[config.mk]
export PLATFORM = sky130hd
export DESIGN_NAME = sb_branch_n
export DESIGN_NICKNAME = d
export VERILOG_FILES = /design/src/rtl/sb_branch_n.sv
export SDC_FILE = /design/constraint.sdc
export NUM_CORES = 1
export LEC_CHECK = 0
export ABC_AREA = 1
export CORE_MARGIN = 2
export CORE_UTILIZATION = 50
export DETAILED_ROUTE_END_ITERATION = 10
export PLACE_DENSITY = 0.75
export SKIP_CTS_REPAIR_TIMING = 1
export SLEW_MARGIN = 20
export SYNTH_ARGS = -nofsm -noshare
export SYNTH_HDL_FRONTEND = slang
export SYNTH_SLANG_ARGS = --single-unit
[constraint.sdc]
create_clock -name clk -period 3.5 [get_ports clk]
set_input_delay 0.875 -clock clk [delete_from_list [all_inputs] [get_ports clk]]
set_output_delay 0.875 -clock clk [all_outputs]
set_load 0.03 [all_outputs]
[src/rtl/sb_branch_n.sv]
// N-way token branch stage: DEPTH-entry FIFO feeding a one-token output register
// steered to one of NCH channels. Optional feature macro: SB_BYPASS_EN (empty-stage bypass).
module sb_branch_n #(
  parameter int unsigned NCH    = 2,
  parameter int unsigned SEL_W  = 1,
  parameter int unsigned DEPTH  = 4,
  parameter int unsigned NODE_W = 16,
  parameter int unsigned GEN_W  = 12,
  parameter int unsigned DATA_W = 32
) (
  input  logic                   clk,
  input  logic                   rst,
  input  logic                   in_valid,
  output logic                   in_ready,
  input  logic [SEL_W-1:0]       in_sel,
  input  logic [NODE_W-1:0]      in_node,
  input  logic [GEN_W-1:0]       in_gen,
  input  logic [DATA_W-1:0]      in_opr,
  input  logic                   hold,
  output logic [NCH-1:0]         out_valid,
  input  logic [NCH-1:0]         out_ready,
  output logic [NODE_W-1:0]      out_node,
  output logic [GEN_W-1:0]       out_gen,
  output logic [DATA_W-1:0]      out_opr,
  output logic [SEL_W-1:0]       out_sel,
  output logic                   err_sel,
  output logic [7:0]             err_cnt,
  output logic [$clog2(DEPTH):0] level
);

  localparam int unsigned PTR_W = $clog2(DEPTH);
  localparam int unsigned LVL_W = PTR_W + 1;
  localparam logic [SEL_W:0]   NCH_L   = (SEL_W+1)'(NCH);
  localparam logic [LVL_W-1:0] DEPTH_L = LVL_W'(DEPTH);

  typedef struct packed {
    logic [SEL_W-1:0]  sel;
    logic [NODE_W-1:0] node;
    logic [GEN_W-1:0]  gen;
    logic [DATA_W-1:0] opr;
  } tok_t;

  tok_t             mem_q [DEPTH];
  logic [PTR_W-1:0] wr_ptr_q, wr_ptr_d;
  logic [PTR_W-1:0] rd_ptr_q, rd_ptr_d;
  logic [LVL_W-1:0] level_q, level_d;
  tok_t             or_q, or_d;
  logic [NCH-1:0]   out_valid_q, out_valid_d;
  logic             err_sel_q, err_sel_d;
  logic [7:0]       err_cnt_q, err_cnt_d;

  tok_t in_tok;
  tok_t head;
  logic push;
  logic fifo_empty;
  logic complete;
  logic or_free;
  logic pop;
  logic head_legal;
  logic load_fifo;
  logic discard;
  logic bypass;
  logic fifo_wr;

  assign in_tok     = '{sel: in_sel, node: in_node, gen: in_gen, opr: in_opr};
  assign head       = mem_q[rd_ptr_q];

  // Ready depends only on registered occupancy, never on out_ready.
  assign in_ready   = rst & (level_q < DEPTH_L);
  assign push       = in_valid & in_ready;
  assign fifo_empty = (level_q == '0);

  // Only the selected channel's ready bit can complete the held token.
  assign complete   = |(out_valid_q & out_ready);
  assign or_free    = ~(|out_valid_q) | complete;
  assign pop        = or_free & ~hold & ~fifo_empty;
  assign head_legal = ({1'b0, head.sel} < NCH_L);
  assign load_fifo  = pop & head_legal;
  assign discard    = pop & ~head_legal;

`ifdef SB_BYPASS_EN
  logic in_legal;
  assign in_legal = ({1'b0, in_sel} < NCH_L);
  // Legal token into an idle stage skips the FIFO entirely.
  assign bypass   = push & fifo_empty & or_free & ~hold & in_legal;
`else
  assign bypass   = 1'b0;
`endif

  assign fifo_wr = push & ~bypass;

  // FIFO pointers and occupancy
  always_comb begin
    wr_ptr_d = wr_ptr_q;
    rd_ptr_d = rd_ptr_q;
    level_d  = level_q;
    if (fifo_wr) wr_ptr_d = wr_ptr_q + PTR_W'(1);
    if (pop)     rd_ptr_d = rd_ptr_q + PTR_W'(1);
    case ({fifo_wr, pop})
      2'b10:   level_d = level_q + LVL_W'(1);
      2'b01:   level_d = level_q - LVL_W'(1);
      default: level_d = level_q;
    endcase
  end

  // Output register: load has priority over clearing on completion
  always_comb begin
    or_d        = or_q;
    out_valid_d = out_valid_q;
    if (complete) out_valid_d = '0;
    if (load_fifo) begin
      or_d        = head;
      out_valid_d = NCH'(1) << head.sel;
    end else if (bypass) begin
      or_d        = in_tok;
      out_valid_d = NCH'(1) << in_tok.sel;
    end
  end

  // Illegal-select reporting
  always_comb begin
    err_sel_d = discard;
    err_cnt_d = err_cnt_q;
    if (discard && (err_cnt_q != 8'hFF)) err_cnt_d = err_cnt_q + 8'd1;
  end

  always_ff @(posedge clk or negedge rst) begin
    if (!rst) begin
      wr_ptr_q    <= '0;
      rd_ptr_q    <= '0;
      level_q     <= '0;
      or_q        <= '0;
      out_valid_q <= '0;
      err_sel_q   <= 1'b0;
      err_cnt_q   <= '0;
    end else begin
      wr_ptr_q    <= wr_ptr_d;
      rd_ptr_q    <= rd_ptr_d;
      level_q     <= level_d;
      or_q        <= or_d;
      out_valid_q <= out_valid_d;
      err_sel_q   <= err_sel_d;
      err_cnt_q   <= err_cnt_d;
    end
  end

  // Storage needs no reset: entries are only read below the occupancy level.
  always_ff @(posedge clk) begin
    if (fifo_wr) mem_q[wr_ptr_q] <= in_tok;
  end

  assign out_valid = out_valid_q;
  assign out_sel   = or_q.sel;
  assign out_node  = or_q.node;
  assign out_gen   = or_q.gen;
  assign out_opr   = or_q.opr;
  assign err_sel   = err_sel_q;
  assign err_cnt   = err_cnt_q;
  assign level     = level_q;

endmodule

## After elaboration in Yosys (flattened, before gate mapping)

Memories as Yosys holds them, arrays and structs flattened.
Index checks and enable logic that the tools add are counted.
Widths: inputs -> output; s select.

- Memory bits (writable): 244
- Logic and storage cells: 36
- Memories kept: 1
- Flip-flop bits (word level): 70

- Shifts and indexed selects: 1
- Magnitude comparators: 1
- Reduce and logical (&&, ||, !) cells: 5
- Add/sub/neg operators: 4
- Multiplexer cells: 5
- Equal/unequal tests: 2
- Bitwise operators: 9

Memory list:

| name | words | bits a word | read ports | clocked after Yosys merged registers in | wr ports | RTL line | RTL |
|---|---|---|---|---|---|---|---|
| mem_q | 4 | 61 | 1 | 0 | 1 | 43 | `tok_t mem_q [DEPTH];` |

Operators by type and width:

| cell | count |
|---|---|
| $pmux 3 s2 | 1 |
| $add 2x1->2 const B | 2 |
| $and 1x1->1 | 4 |
| $mux 2 | 2 |
| $reduce_bool 2->1 | 2 |
| $reduce_or 2->1 | 2 |
| $add 3x1->3 const B | 1 |
| $logic_not 3->1 | 1 |
| $lt 3x3->1 const B | 1 |
| $not 1->1 | 3 |
| $sub 3x1->3 const B | 1 |
| $and 2x2->2 | 1 |
| $eq 2x1->1 const B | 1 |
| $eq 2x2->1 const B | 1 |
| $mux 1 | 2 |
| $shl 1x1->2 const A | 1 |
| $or 1x1->1 | 1 |

## Depth between registers and ports, before layout

Gate-level depths: netlist of the first run.

- Depth in word-level cells: 7
- Gate-level depth with buffers: 11
- Gate-level depth less buffers: 10

## Worst setup path after synthesis of the first run

OpenSTA, ideal clock, no wires.

- Path type: input -> register
- From: in rst
- To: mem mem_q[0][0] (netlist bit) (enable)
- Library setup time: 0.480 ns
- Slack: -1.236 ns
- Buffers on the path: 0
- Cell stages on the path: 4
- Required time: 3.020 ns
- Arrival: 4.256 ns
- Cells stage by stage: inv_1 -> nor2_1 -> nand2_1 -> nor2_1

- Cells in the longest elaborated chain, start to end: 4

Ends and longest elaborated chain:

| what | RTL line | RTL |
|---|---|---|
| start: declaration | 12 | `input logic rst,` |
| $and 1x1->1 | 69 | `assign in_ready = rst & (level_q < DEPTH_L);` |
| net in_ready | 14 | `output logic in_ready,` |
| $and 1x1->1 | 70 | `assign push = in_valid & in_ready;` |
| $mux 1 | 149 | `if (fifo_wr) mem_q[wr_ptr_q] <= in_tok;` |
| $mux 1 (implied by the code) | 149 |  |
| end: declaration | 43 |  |

The timed path passes the listed nets, and every way through them passes these cells.

## Worst setup path in the final report of the first run

- From: in rst
- To: out in_ready

- Cells in the longest elaborated chain, start to end: 1

Ends and longest elaborated chain:

| what | RTL line |
|---|---|
| $and 1x1->1 | 69 |
| end: declaration | 14 |

Every way passes these cells.

==> results of run 1 <==
-- cells by family after synthesis --
kind of cell / after synthesis / synth area share, %
AO/OA/AOI/OAI: 3 / 0.119
XOR/XNOR: 4 / 0.279
adder cells (fa/ha/maj): 6 / 0.656
buffers and inverters: 83 / 3.96
flip-flops: 314 / 72.2
other: 1 / 0.0298
AND/OR/NAND/NOR: 762 / 22.8
-- critical path: cells and delay by family --
family / cells / cell delay (ns)
buffers and inverters: 3 / 0.97
AND/OR/NAND/NOR: 1 / 0.13
-- worst paths after layout --
path                                    end         from  cells after the start
worst min register to register   out_opr[4]   out_opr[4]                      2
worst min-delay path            out_gen[11]          rst                      1
worst max-delay path               in_ready          rst                      4
worst max register to register  out_node[9]  rd_ptr_q[0]                      7
max in group asynchronous       rd_ptr_q[0]          rst                      2
min in group clk                 out_opr[4]   out_opr[4]                      2
-- power by group --
part	internal, mW	switching (mW)
combinational	1.47	2.88
sequential	4.66	0.339
clock	2.04	1.38
total	8.17	4.60
-- state kept, by name, indices dropped and copies added, names as in the netlist --
signal	flops
out_sel	1
out_opr	32
rd_ptr_q	2
wr_ptr_q	2
out_valid	2
level	3
out_gen	12
mem_q	244
out_node	16
-- Yosys cell counts, drive strengths merged --
library cell	n
xor2	2
nor2	10
clkinv	1
o21ai	1
a21oi	2
inv	20
xnor2	2
nand2	749
conb	1
or2	1
fa	1
buf	54
edfxtp	244
clkbuf	8
dfrtp	70
ha	5
nand3	2
-- per-layer routing --
| layer | wire [microns] | share of wire, % |
|---|---|---|
| met5 | 0 | 0 |
| met4 | 324 | 1.3 |
| met3 | 1620 | 6.5 |
| met2 | 12400 | 50 |
| met1 | 10600 | 43 |
-- area by class of cell --
| class | instances | area [sq um] |
|---|---|---|
| multi-input cells | 784 | 3070 |
| clock inverters | 17 | 129 |
| flip-flops and latches | 314 | 9080 |
| clock buffers | 44 | 971 |
| inverters | 21 | 81.3 |
| well taps | 330 | 413 |
| repair buffers | 151 | 1510 |
| fillers | 2011 | 9700 |
-- per-stage QoR --
| step | TNS [ns] | utilization (%) | worst slack (ns) |
|---|---|---|---|
| floorplan | -64.59 | - | -0.265 |
| global route | 0 | 61.1 | 0.576 |
| CTS | 0 | 61.1 | 0.641 |
| global placement | 0 | 56.7 | 0.604 |
| detailed placement | 0 | 56.7 | 0.574 |
| finish | 0 | 61.1 | 0.655 |
==> reports/qor.txt, run 1 <==
antenna viol nets, final = 0
Mapped Area = 0.0126 sq mm
unrepaired setup endpoints after global routing = false
Post-DP Area = 0.0142 sq mm
worst hold slack = 0.234 ns
grt met3 use = 3.74%
number of DRC markers in iteration 0 = 430
die area = 0.0264 sq mm
synth unique cells = 23
Ant. Diodes = 0
post-synth top area cell = edfxtp_1
via-per-instance ratio = 4.84
Crit Path Max Fanout = 15
GRT met2 Usage = 34.2%
Synth Register Bits = 314
DRT Wirelength = 24900 microns
via count = 8032
placed cell count = 1600
grt total ovfl = 0
IO Port Bufs = 133
# setup viols final = 0
Setup CP Type = input port to output pin
Worst-path clk slew = 0.06 ns
Placer Congestion = 0.744
Crit. End Element = output pin
die width = 163 microns
Worst Clk Skew = 0.0104 ns
Final Hold Viols = 0
Cell Chain, Critical Path = buf_4 > inv_1 > nor2_1 > clkdlybuf4s50_1
TritonCTS Buffers = 34
Slew HR = 40.8%
first-pass GRT wire length = 40400 microns
internal reg-to-reg setup slack = 1.31 ns
grt met1 use = 25.2%
Max Root-Sink Buffers = 3
nets@finish = 1379
yosys warns = 0
Area Overhead vs Synth = 21.3%
worst-skew pair later-pin latency = 0.49 ns
WL per Instance = 15.0 microns
num ports = 143
most common cell after layout, fill and taps aside = nand2_1
GRT Total Usage = 19.5%
syn_area_per_cell = 10.7 sq um
Core Box Area = 0.0250 sq mm
register area share after synthesis = 72.2%
largest net degree at the start of global routing = 84
layout cell share with drive strength beyond 1 = 6.46%
outcome = finished clean
critical path data arrival time = 1.97 ns
initial core utilization = 50.4%
Pre-antenna DRT Iters = 5
fraction of the cycle the final worst path needs = 81.3%
PwrDens = 837 mW/mm^2
Sinks on Clock Net = 314
commonest non-fill, non-tap cells in the layout = nand2_1, edfxtp_1, clkdlybuf4s50_1
post-synth top area share = 58.2%
Max VDD drop = 447 uV
min-delay worst type = input port to asynchronous set/reset pin
Synth Instances = 1173
# rows = 58
TritonCTS clock tree = yes
Root Buffer = clkbuf_16
initial antenna violation count = 0
Slew @ Worst Pin = 0.887 ns
gr busiest metal = met2
Remaining DRCs = 0
dpl hpwl = 14100 microns
Power Total = 12.8 mW
Pleak = 6.61 nW
Slowest-stage cell, CP = clkdlybuf4s50_1
fin area = 0.0153 sq mm
max frequency = 352 MHz
Synth area leaders = edfxtp_1, nand2_1, dfrtp_1
Pins Over Slew Limit = 0
final cell count without fillers = 1661
H-tree depth = 2
number of global-route vias before repair = 7992
min Tclk post-route = 2.84 ns
Worst path max stage delay = 0.69 ns
Worst setup SP type = input port
WP data required = 2.62 ns
chip height = 163 microns
max-cap viol count = 0
Power figures use the tool's default switching activity.
==> inputs of run 2 (changes only) <==
--- a/config.mk
+++ b/config.mk
@@ -9,7 +9,7 @@
 export CORE_MARGIN = 2
 export CORE_UTILIZATION = 50
 export DETAILED_ROUTE_END_ITERATION = 10
-export PLACE_DENSITY = 0.75
+export PLACE_DENSITY = 0.72
 export SKIP_CTS_REPAIR_TIMING = 1
 export SLEW_MARGIN = 20
 export SYNTH_ARGS = -nofsm -noshare
==> constraint.sdc (replaced) <==
create_clock -name clk -period 2.7 [get_ports clk]
set_input_delay 0.675 -clock clk [delete_from_list [all_inputs] [get_ports clk]]
set_output_delay 0.675 -clock clk [all_outputs]
set_load 0.03 [all_outputs]
==> run 2 against run 1 <==
Effect of this change:
- first-iteration DRC count grew 3.3%
- sequential share of layout area shrank 0.28 points
- routed wire length up 1.2%
- critical path depth is 2 lower
- combinational power is 35% higher
- final area is 0.48% higher
- flip-flop and latch count unchanged
- setup slack got worse by 0.45 ns
- clock skew grew 0.0026 ns
- final cell count decreased by 0.24%
- highest routed layer unchanged
- count of clock-buffer cells in the layout decreased by 4
==> reports/qor.txt, run 2 (synthesis gave the netlist of run 1 again) <==
Sinks on Clock Net = 314 (unchanged)
Worst setup SP type = flip-flop
final cell count without fillers = 1657 (-0.24%)
grt total ovfl = 0 (unchanged)
dpl hpwl = 13800 microns (-1.8%)
die area = 0.0264 sq mm (unchanged)
Int Power = 10.8 mW (+32%)
num ports = 143 (unchanged)
# setup viols final = 0 (unchanged)
min-delay worst type = input port to asynchronous set/reset pin
Crit Path Max Fanout = 4 (-11)
GRT Total Usage = 19.4% (-0.076 points)
first-pass GRT wire length = 40100 microns (-0.63%)
Pleak = 6.63 nW (+0.19%)
IO Port Bufs = 133 (unchanged)
Cell Chain, Critical Path = nor2_2 > clkdlybuf4s50_1
logic gate share of total power = 35.2% (+1.1 points)
Worst Clk Skew = 0.0130 ns (+0.00255 ns)
Slew HR = 43.1% (+2.2 points)
chip height = 163 microns (unchanged)
outcome = finished clean
PwrDens = 1090 mW/mm^2 (+30%)
unrepaired setup endpoints after global routing = false
fraction of the cycle the final worst path needs = 92.3%
Core Box Area = 0.0250 sq mm (unchanged)
DRT Wirelength = 25200 microns (+1.2%)
Root Buffer = clkbuf_16
layout cell share with drive strength beyond 1 = 6.25% (-0.21 points)
Remaining DRCs = 0 (unchanged)
die width = 163 microns (unchanged)
Slew @ Worst Pin = 0.854 ns (-0.0334 ns)
via-per-instance ratio = 4.87 (+0.68%)
worst-skew pair later-pin latency = 0.54 ns (+0.05 ns)
Setup WS post-layout = 0.207 ns (-0.448 ns)
nets@finish = 1376 (-0.22%)
largest net degree at the start of global routing = 125 (+49%)
Crit. End Element = output pin
H-tree depth = 1 (-1)
min Tclk post-route = 2.49 ns
max frequency = 401 MHz
critical path data arrival time = 1.82 ns (-0.15 ns)
Pins Over Slew Limit = 0 (unchanged)
TritonCTS clock tree = yes
most common cell after layout, fill and taps aside = nand2_1
Pre-antenna DRT Iters = 4 (-1)
Worst Setup SP = level[2]
number of global-route vias before repair = 7821 (-2.1%)
Ant. Diodes = 0 (unchanged)
Reg power frac = 38.2% (-0.9 points)
GRT met2 Usage = 33.7% (-0.44 points)
Top reg by flops = mem_q
gr busiest metal = met2
via count = 8067 (+0.44%)
grt met1 use = 25.3% (+0.15 points)
Sw Pwr = 5.94 mW (+29%)
Worst R2R Start = level[2]
initial antenna violation count = 0 (unchanged)
Final Hold Viols = 0 (unchanged)
WL per Instance = 15.2 microns (+1.5%)
clock share of power = 26.6% (-0.2 points)
Setup CP Type = flip-flop to output pin
placed cell count = 1601 (+0.063%)
Max Root-Sink Buffers = 3 (unchanged)
Post-Route Setup TNS = 0 ns (unchanged)
TritonCTS Buffers = 30 (-12%)
Placer Congestion = 0.711 (-4.4%)
max reg flops = 244 (unchanged)
Slowest-stage cell, CP = clkdlybuf4s50_1
commonest non-fill, non-tap cells in the layout = nand2_1, edfxtp_1, clkdlybuf4s50_1
WP data required = 2.03 ns (-0.59 ns)
initial core utilization = 50.4% (unchanged)
pre-CTS WS = 0.121 ns (-0.453 ns)
Worst path max stage delay = 0.68 ns (about the same)
# rows = 58 (unchanged)
Area Overhead vs Synth = 21.9%
number of DRC markers in iteration 0 = 444 (+3.3%)
Sw Share = 35.6% (-0.43 points)
antenna viol nets, final = 0 (unchanged)
Fill cells = 1962 (-2.4%)
Max VDD drop = 849 uV (+90%)
max-cap viol count = 0 (unchanged)
grt met3 use = 3.72% (-0.025 points)
Worst-path clk slew = 0.06 ns (about the same)
-- run 2: worst max-delay path: cells and delay by family, from the launching register on --
kind          cells  cell delay [ns]
buf+inv           1             0.68
flops             1             0.44
simple gates      1             0.16
-- run 2: worst paths after layout --
| check | endpoint | slack, ns | depth (start not counted) |
|---|---|---|---|
| max | in_ready | 0.21 | 2 |
| min | out_opr[7] | 0.15 | 2 |
| max reg2reg | level[2] | 0.77 | 10 |
| min reg2reg | out_node[10] | 0.47 | 2 |
| max in group asynchronous | rd_ptr_q[0] | 1.46 | 3 |
| min in group clk | out_node[10] | 0.47 | 2 |
-- run 2: metal layers --
metal / up-vias / share of wire, %
met5: - / 0
li1: 3985 / -
met4: 0 / 1.4
met2: 217 / 49
met1: 3834 / 43
met3: 31 / 6.4
-- run 2: power groups by stage --
stage | sequential (mW) | combinational (mW) | clock (mW)
after detailed placement | 6.48 | 5.92 | 0
after global placement | 6.47 | 5.81 | 0
after global routing | 6.46 | 6.57 | 4.72
after CTS | 6.39 | 5.95 | 4.53
after floorplan | 7.30 | 3.16 | 0
final | 6.38 | 5.88 | 4.44
-- run 2: area by class of cell --
type	instances	area [sq um]	area share, %
clock buffer	40	830	5.41
clock inverter	16	230	1.50
inverter	21	81.3	0.530
multi-input combinational	784	3080	20.1
sequential	314	9080	59.2
tap	330	413	2.69
timing repair buffer	152	1620	10.6
-- run 2: stage by stage --
stage	power (mW)	util (%)	hold WS (ns)	cell area, sq um
floorplan	10.5	-	0.379	12600
global placement	12.3	57.2	0.453	14300
detailed placement	12.4	57.2	0.459	14300
CTS	16.9	61.4	0.148	15300
global route	17.7	61.4	0.159	15300
finish	16.7	61.4	0.150	15300
==> inputs of run 3 (changes only) <==
--- a/config.mk
+++ b/config.mk
@@ -9,7 +9,7 @@
 export CORE_MARGIN = 2
 export CORE_UTILIZATION = 50
 export DETAILED_ROUTE_END_ITERATION = 10
-export PLACE_DENSITY = 0.72
+export PLACE_DENSITY = 0.71
 export SKIP_CTS_REPAIR_TIMING = 1
 export SLEW_MARGIN = 20
 export SYNTH_ARGS = -nofsm -noshare
==> run 3 against run 2 <==
Effect of this change:
- clock skew fell by 0.0018 ns
- register-to-register slack worse by 0.03 ns
- flip-flop and latch count unchanged
- sequential power is 1% higher
- via count is essentially flat
- first-iteration DRC count is 1.6% lower
- setup slack improved by 0.13 ns
- largest power group unchanged
- highest routed layer is now met5
==> reports/qor.txt, run 3 (synthesis gave the netlist of run 1 again) <==
Slowest-stage cell, CP = clkdlybuf4s50_1
Worst R2R Start = level[2]
reg-to-reg endpoint = level[2]
Final Hold Viols = 0 (unchanged)
number of global-route vias before repair = 7686 (-1.7%)
GRT met2 Usage = 32.6% (-1.1 points)
Top reg by flops = mem_q
nets@finish = 1377 (+0.073%)
via count = 8059 (-0.099%)
antenna viol nets, final = 0 (unchanged)
Pre-antenna DRT Iters = 5 (+1)
first-pass GRT wire length = 39900 microns (-0.46%)
most common cell after layout, fill and taps aside = nand2_1
initial core utilization = 50.4% (unchanged)
worst-skew pair later-pin latency = 0.55 ns (about the same)
TritonCTS Buffers = 31 (+3.3%)
DRT Wirelength = 25000 microns (-0.94%)
Root Buffer = clkbuf_16
CP bufs+invs = 1 (unchanged)
critical path data arrival time = 1.69 ns (-0.13 ns)
layout cell share with drive strength beyond 1 = 6.09% (-0.16 points)
Slew @ Worst Pin = 0.852 ns (-0.00160 ns)
fin area = 0.0153 sq mm (-0.25%)
WL per Instance = 15.1 microns (-1.1%)
min Tclk post-route = 2.37 ns (-0.127 ns)
internal reg-to-reg setup slack = 0.74 ns (-0.03 ns)
PwrDens = 1080 mW/mm^2 (-0.90%)
commonest non-fill, non-tap cells in the layout = nand2_1, edfxtp_1, clkdlybuf4s50_1
gr busiest metal = met2
R2R depth = 10 (unchanged)
die area = 0.0264 sq mm (unchanged)
fraction of the cycle the final worst path needs = 87.6% (-4.7 points)
Setup CP Type = flip-flop to output pin
Remaining DRCs = 0 (unchanged)
Ant. Diodes = 0 (unchanged)
unrepaired setup endpoints after global routing = false
Core Util, Final = 61.3% (-0.16 points)
max reg flops = 244 (unchanged)
Crit Path Max Fanout = 4 (unchanged)
placed cell count = 1601 (unchanged)
Worst Clk Skew = 0.0112 ns (-0.00178 ns)
initial antenna violation count = 1 (+1)
Sinks on Clock Net = 314 (unchanged)
CP Depth = 1 (-1)
Fill cells = 1991 (+1.5%)
die width = 163 microns (unchanged)
Core Box Area = 0.0250 sq mm (unchanged)
WP data required = 2.03 ns (about the same)
Placer Congestion = 0.723 (+1.7%)
Slew HR = 43.2% (+0.11 points)
via-per-instance ratio = 4.86 (-0.22%)
Worst setup SP type = flip-flop
num ports = 143 (unchanged)
Max Root-Sink Buffers = 3 (unchanged)
Crit. End Element = output pin
Post-DP Area = 0.0143 sq mm (-0.11%)
worst hold slack = 0.178 ns (+0.0286 ns)
chip height = 163 microns (unchanged)
grt met1 use = 25.9% (+0.53 points)
Post-Route Setup TNS = 0 ns (unchanged)
# setup viols final = 0 (unchanged)
H-tree depth = 1 (unchanged)
TritonCTS clock tree = yes
Pins Over Slew Limit = 0 (unchanged)
GRT Total Usage = 19.2% (-0.23 points)
min-delay worst type = input port to asynchronous set/reset pin
outcome = finished clean
Worst-path clk slew = 0.06 ns (about the same)
Area Overhead vs Synth = 21.6%
CP delay by family, top = buffers and inverters
largest net degree at the start of global routing = 97 (-22%)
Cell Chain, Critical Path = clkdlybuf4s50_1
Pleak = 6.60 nW (-0.34%)
number of DRC markers in iteration 0 = 437 (-1.6%)
dpl hpwl = 13700 microns (-0.80%)
max frequency = 423 MHz (+5.4%)
Worst path max stage delay = 0.70 ns (+0.02 ns)
Max VDD drop = 868 uV (+2.3%)
# rows = 58 (unchanged)
IO Port Bufs = 133 (unchanged)
final cell count without fillers = 1659 (+0.12%)
max-cap viol count = 0 (unchanged)
grt met3 use = 3.18% (-0.53 points)
grt total ovfl = 0 (unchanged)
Worst Setup SP = level[2]
## run 3: worst max path at each step
stage / to / slack [ns]
2_1_floorplan: mem_q[0][0] / 0.04
3_3_place_gp: level[2] / 0.16
3_5_place_dp: level[2] / 0.09
4_1_cts: level[2] / 0.30
5_1_grt: level[2] / 0.27
6_report: level[2] / 0.33
## run 3: per-stage QoR
stage               total power, mW  setup slack [ns]
finish                         16.5             0.334
global route                   17.5             0.273
CTS                            16.7             0.304
detailed placement             12.4            0.0914
global placement               12.3             0.157
floorplan                      10.5            0.0351
## run 3: final cells by class
type | instances | area, sq um | share of cell area (%)
well taps | 330 | 413 | 2.70
clock buffers | 48 | 910 | 5.95
repair buffers | 152 | 1610 | 10.5
flip-flops and latches | 314 | 9080 | 59.4
multi-input cells | 784 | 3080 | 20.1
inverters | 21 | 81.3 | 0.532
clock inverters | 10 | 126 | 0.826
## run 3: layer usage
metal | part of all wire [%] | up-vias
li1 | - | 3985
met1 | 43 | 3812
met2 | 49 | 218
met3 | 6.2 | 42
met4 | 1.9 | 2
met5 | 0.052 | -
## run 3: power breakdown
group	total, mW	switching (mW)	internal, mW
Sequential	6.45	0.419	6.03
Combinational	5.76	3.78	1.97
Clock	4.29	1.70	2.59
Total	16.5	5.91	10.6
